[src/rtl/len_counter_pkg.sv]
// Shared sound-block constants for the per-voice note-length counters.
package len_counter_pkg;

  // Default length-counter width used by every voice channel.
  localparam int unsigned LEN_W = 32'd8;

  // Largest unsigned value representable in 'width' bits, clamped to 32 bits.
  function automatic int unsigned len_terminal(input int unsigned width);
    if (width >= 32'd32) begin
      return 32'hFFFF_FFFF;
    end else begin
      return (32'd1 << width) - 32'd1;
    end
  endfunction

  // Default note-length terminal value: the full range of the default width.
  localparam int unsigned LEN_MAX_DEFAULT = len_terminal(LEN_W);

endpackage

[src/rtl/len_counter.sv]
// Note-length counter: counts enabled clock cycles since the last reset or
// clear. It flags the terminal count and either rolls over or saturates there.
module len_counter
  import len_counter_pkg::*;
#(
  parameter int unsigned WIDTH     = LEN_W,
  parameter int unsigned MAX_COUNT = len_terminal(WIDTH),
  parameter bit          WRAP      = 1'b1
) (
  input  logic             clk,
  input  logic             reset,
  input  logic             en,
  input  logic             clear,
  output logic [WIDTH-1:0] count,
  output logic             tc,
  output logic             wrapped
);

  localparam logic [WIDTH-1:0] MAX_V  = WIDTH'(MAX_COUNT);
  localparam logic [WIDTH-1:0] ZERO_V = WIDTH'(32'd0);
  localparam logic [WIDTH-1:0] ONE_V  = WIDTH'(32'd1);

  logic [WIDTH-1:0] count_r;
  logic             wrapped_r;
  logic [WIDTH-1:0] next_count_s;
  logic             next_wrapped_s;
  logic             tc_s;

  // Terminal decode plus next-state selection: clear beats enable, and enable beats hold.
  always_comb begin
    next_count_s   = count_r;
    next_wrapped_s = 1'b0;
    tc_s           = (count_r == MAX_V);
    if (clear) begin
      // A restart is never reported as a wrap, even from the terminal value.
      next_count_s   = ZERO_V;
      next_wrapped_s = 1'b0;
    end else if (en) begin
      if (!tc_s) begin
        next_count_s   = count_r + ONE_V;
        next_wrapped_s = 1'b0;
      end else if (WRAP) begin
        next_count_s   = ZERO_V;
        next_wrapped_s = 1'b1;
      end else begin
        next_count_s   = MAX_V;
        next_wrapped_s = 1'b0;
      end
    end else begin
      next_count_s   = count_r;
      next_wrapped_s = 1'b0;
    end
  end

  // State registers: reset clears immediately and cancels any pending wrap pulse.
  always_ff @(posedge clk or posedge reset) begin
    if (reset) begin
      count_r   <= ZERO_V;
      wrapped_r <= 1'b0;
    end else begin
      count_r   <= next_count_s;
      wrapped_r <= next_wrapped_s;
    end
  end

  assign count   = count_r;
  assign tc      = tc_s;
  assign wrapped = wrapped_r;

endmodule

[config.mk]
export PLATFORM = sky130hd
export DESIGN_NAME = len_counter
export DESIGN_NICKNAME = d
export VERILOG_FILES = /design/src/rtl/len_counter_pkg.sv /design/src/rtl/len_counter.sv
export SDC_FILE = /design/constraint.sdc
export NUM_CORES = 1
export LEC_CHECK = 0
export BUFFER_PORTS_ARGS = -buffer_cell sky130_fd_sc_hd__buf_4
export CORE_AREA = 2 2 39 41
export CTS_CLUSTER_SIZE = 20
export DETAILED_ROUTE_END_ITERATION = 10
export DIE_AREA = 0 0 41 43
export SLEW_MARGIN = 20
export SYNTH_ARGS = -nofsm -noshare
export SYNTH_HDL_FRONTEND = slang
export SYNTH_SLANG_ARGS = --single-unit
[constraint.sdc]
create_clock -name clk -period 1.65 [get_ports clk]
set_input_delay 0.0825 -clock clk [delete_from_list [all_inputs] [get_ports clk]]
set_output_delay 0.0825 -clock clk [all_outputs]
set_load 0.1 [all_outputs]
==> impl_metrics.yaml <==
layout:
  final_core_util_pct: 48.8
  layout.nets: 70
  finalNonFillerCells: 80
  synthToLayoutAreaGrowth_pct: 41.4
  layout_common_cells: "buf_4, dfrtp_4"
  final_common_cell: "buf_4"
  fin_area_um2: 676
  diodes: 0
  layout-drive-gt1-share_pct: 43.8
logic_synthesis:
  ys_ff_latch: 9
  syn_inst: 48
  yosysSeqAreaShare_pct: 47.1
  synth_top_area_share_pct: 47.1
  syn_nets: 53
  synth_area_um2: 478
  synthTopCellsByArea: "dfrtp_1, mux2i_1, nand4_1"
  yosysWarnings: 0
  synth.avg_cell_area_um2: 9.96
  yosysTopAreaCell: "dfrtp_1"
  yosysUniqueCellTypes: 27
power:
  finalPower_uw: 477
  pwr_density_cell_nw_per_um2: 706
  p_switching_uw: 138
  seq_power_share_pct: 49.2
  combPwrFrac_pct: 13.9
  p_sw_share_pct: 28.9
  p_int_uw: 339
  cellLeakagePower_nw: 0.279
  p_clk_share_pct: 36.9
  ir_worst_vdd_mv: 0.402
placement:
  placed_cells: 75
  dpl-instance-area_um2: 639
  place_congestion: 0.703
  numPortBuffers: 13
  post-place-ws_ps: 346
  hpwl_um: 723
detailed_routing:
  drc_errors: 0
  vias: 445
  route.antenna.remaining_nets: 0
  avgRoutedWirePerCell_um: 13.6
  dr.pass1.iters: 4
  drt_iter0_markers: 11
  wirelength_mm: 1.09
  viasPerCell: 5.56
clock_network:
  root_buffer: "clkbuf_4"
  worstSkewPairLatency_ps: 260
  hold_buffers: 1
  cts_tree: "done"
  cts_setup_buffers: 0
  path_clk_slew_ps: 70
  cts_max_path_buffers: 2
  postCtsResizedCells: 0
  clock_sinks: 9
  cts_buffers: 3
  h-tree-depth: 1
floorplan:
  ioPinCount: 14
  die_width_um: 41
  rows: 14
  fp.dieH_um: 43
  floorplan.initialDensity_pct: 34.5
  coreArea_um2: 1380
  dieArea_um2: 1760
timing:
  finalSetupTns_ps: 0
  period_share_pct: 91.1
  period_minus_slack_ps: 1500
  finalSetupViolCount: 0
  rsz0062_at_grt: "no"
  holdWs_ps: 50.9
  timing.fmax_ghz: 0.665
  drv_slew: 0
  fin_ws_ps: 146
  finalClockSkew_ps: 1.82
  relSlewSlack_pct: 75.9
  hold_viol_final: 0
  tightest_slew_ps: 361
setup_path:
  crit_type: "register to output port"
  cp-start-kind: "register"
  cp_data_required_time_ps: 1570
  end_kind: "output port"
  cp_max_fo: 6
  cp.arrival_ps: 1420
flow_run:
  maxCapViolations: 0
global_routing:
  grt_pass1_vias: 383
  overflow: 0
  antenna_found_initial: 0
  grt_pass1_wl_mm: 1.76
  grt_max_degree: 13
  groute.usage.overall_pct: 15.3
run_status:
  status: "finished, final reports clean"
hold_path:
  hold_path.class: "input port to register"
-- cell usage after synthesis --
cell type / count
nand2_1: 2
a311oi_1: 2
o32ai_1: 1
o21ai_0: 2
a21oi_1: 3
nor2b_1: 1
nand2b_1: 1
nand3_1: 2
xnor2_1: 1
buf_2: 1
or2b_1: 1
and4_2: 1
and3b_1: 1
xor2_1: 1
a31oi_1: 1
and2b_1: 1
mux2i_1: 2
nand4_1: 3
or3_1: 1
inv_1: 2
o22ai_1: 1
nor2_1: 4
dfrtp_1: 9
and4_1: 1
nand3_2: 1
clkbuf_1: 1
ha_1: 1
-- worst paths after layout --
check,from,endpoint,slack [ps],cells past startpoint
max in group asynchronous,reset,count[4]$_DFFE_PP0P_,1010,3
min reg2reg,count[7]$_DFFE_PP0P_,count[7]$_DFFE_PP0P_,540,1
min in group asynchronous,reset,count[5]$_DFFE_PP0P_,350,3
max reg2reg,count[1]$_DFFE_PP0P_,count[6]$_DFFE_PP0P_,330,4
max,count[1]$_DFFE_PP0P_,tc,150,4
min,clear,count[4]$_DFFE_PP0P_,50,2
-- flip-flops by register name, indices dropped and copies added (netlist names) --
signal and count:
count 8, wrapped 1
-- area by class of cell --
type                    instances  area [µm²]
flip-flops and latches          9         250
fillers                       129         708
clock buffers                   4        26.3
multi-input cells              35         264
well taps                      16        20.0
repair buffers                 14         108
inverters                       2        7.51
-- power groups by stage --
stage	registers [mW]	clock network (mW)	logic (mW)
after floorplan	0.266	0	0.0208
after CTS	0.235	0.181	0.0670
after global placement	0.239	0	0.0658
after detailed placement	0.240	0	0.0649
after global routing	0.235	0.191	0.0715
final	0.235	0.176	0.0664
-- cells by family (layout without fill, tap and decap cells) --
| group | after synthesis | count (layout) | share of synthesized area, % |
|---|---|---|---|
| AOI/OAI and AO/OA | 10 | 10 | 13.4 |
| xor gates and xnor gates | 2 | 2 | 3.67 |
| adders and majority gates | 1 | 1 | 2.62 |
| buffers and inverters | 4 | 20 | 3.40 |
| DFF | 9 | 9 | 47.1 |
| muxes | 2 | 2 | 4.19 |
| and+or+nand+nor | 20 | 20 | 25.7 |
-- layer usage --
metal	part of all wire (%)	vias to the layer above	wire length, µm	track usage [%]
met1	46	214	500	22.0
met5	0	-	0	0
met2	46	19	500	19.7
li1	-	210	-	-
met3	6.6	2	72	3.14
met4	1.2	0	13	10.0
-- worst max-delay path, stage by stage, from the launching register on --
cell and delay (ps):
dfrtp_4 460, ha_4 170, nand3_4 110, nor2_4 120, buf_4 300
(Power assumes the default switching activity.)
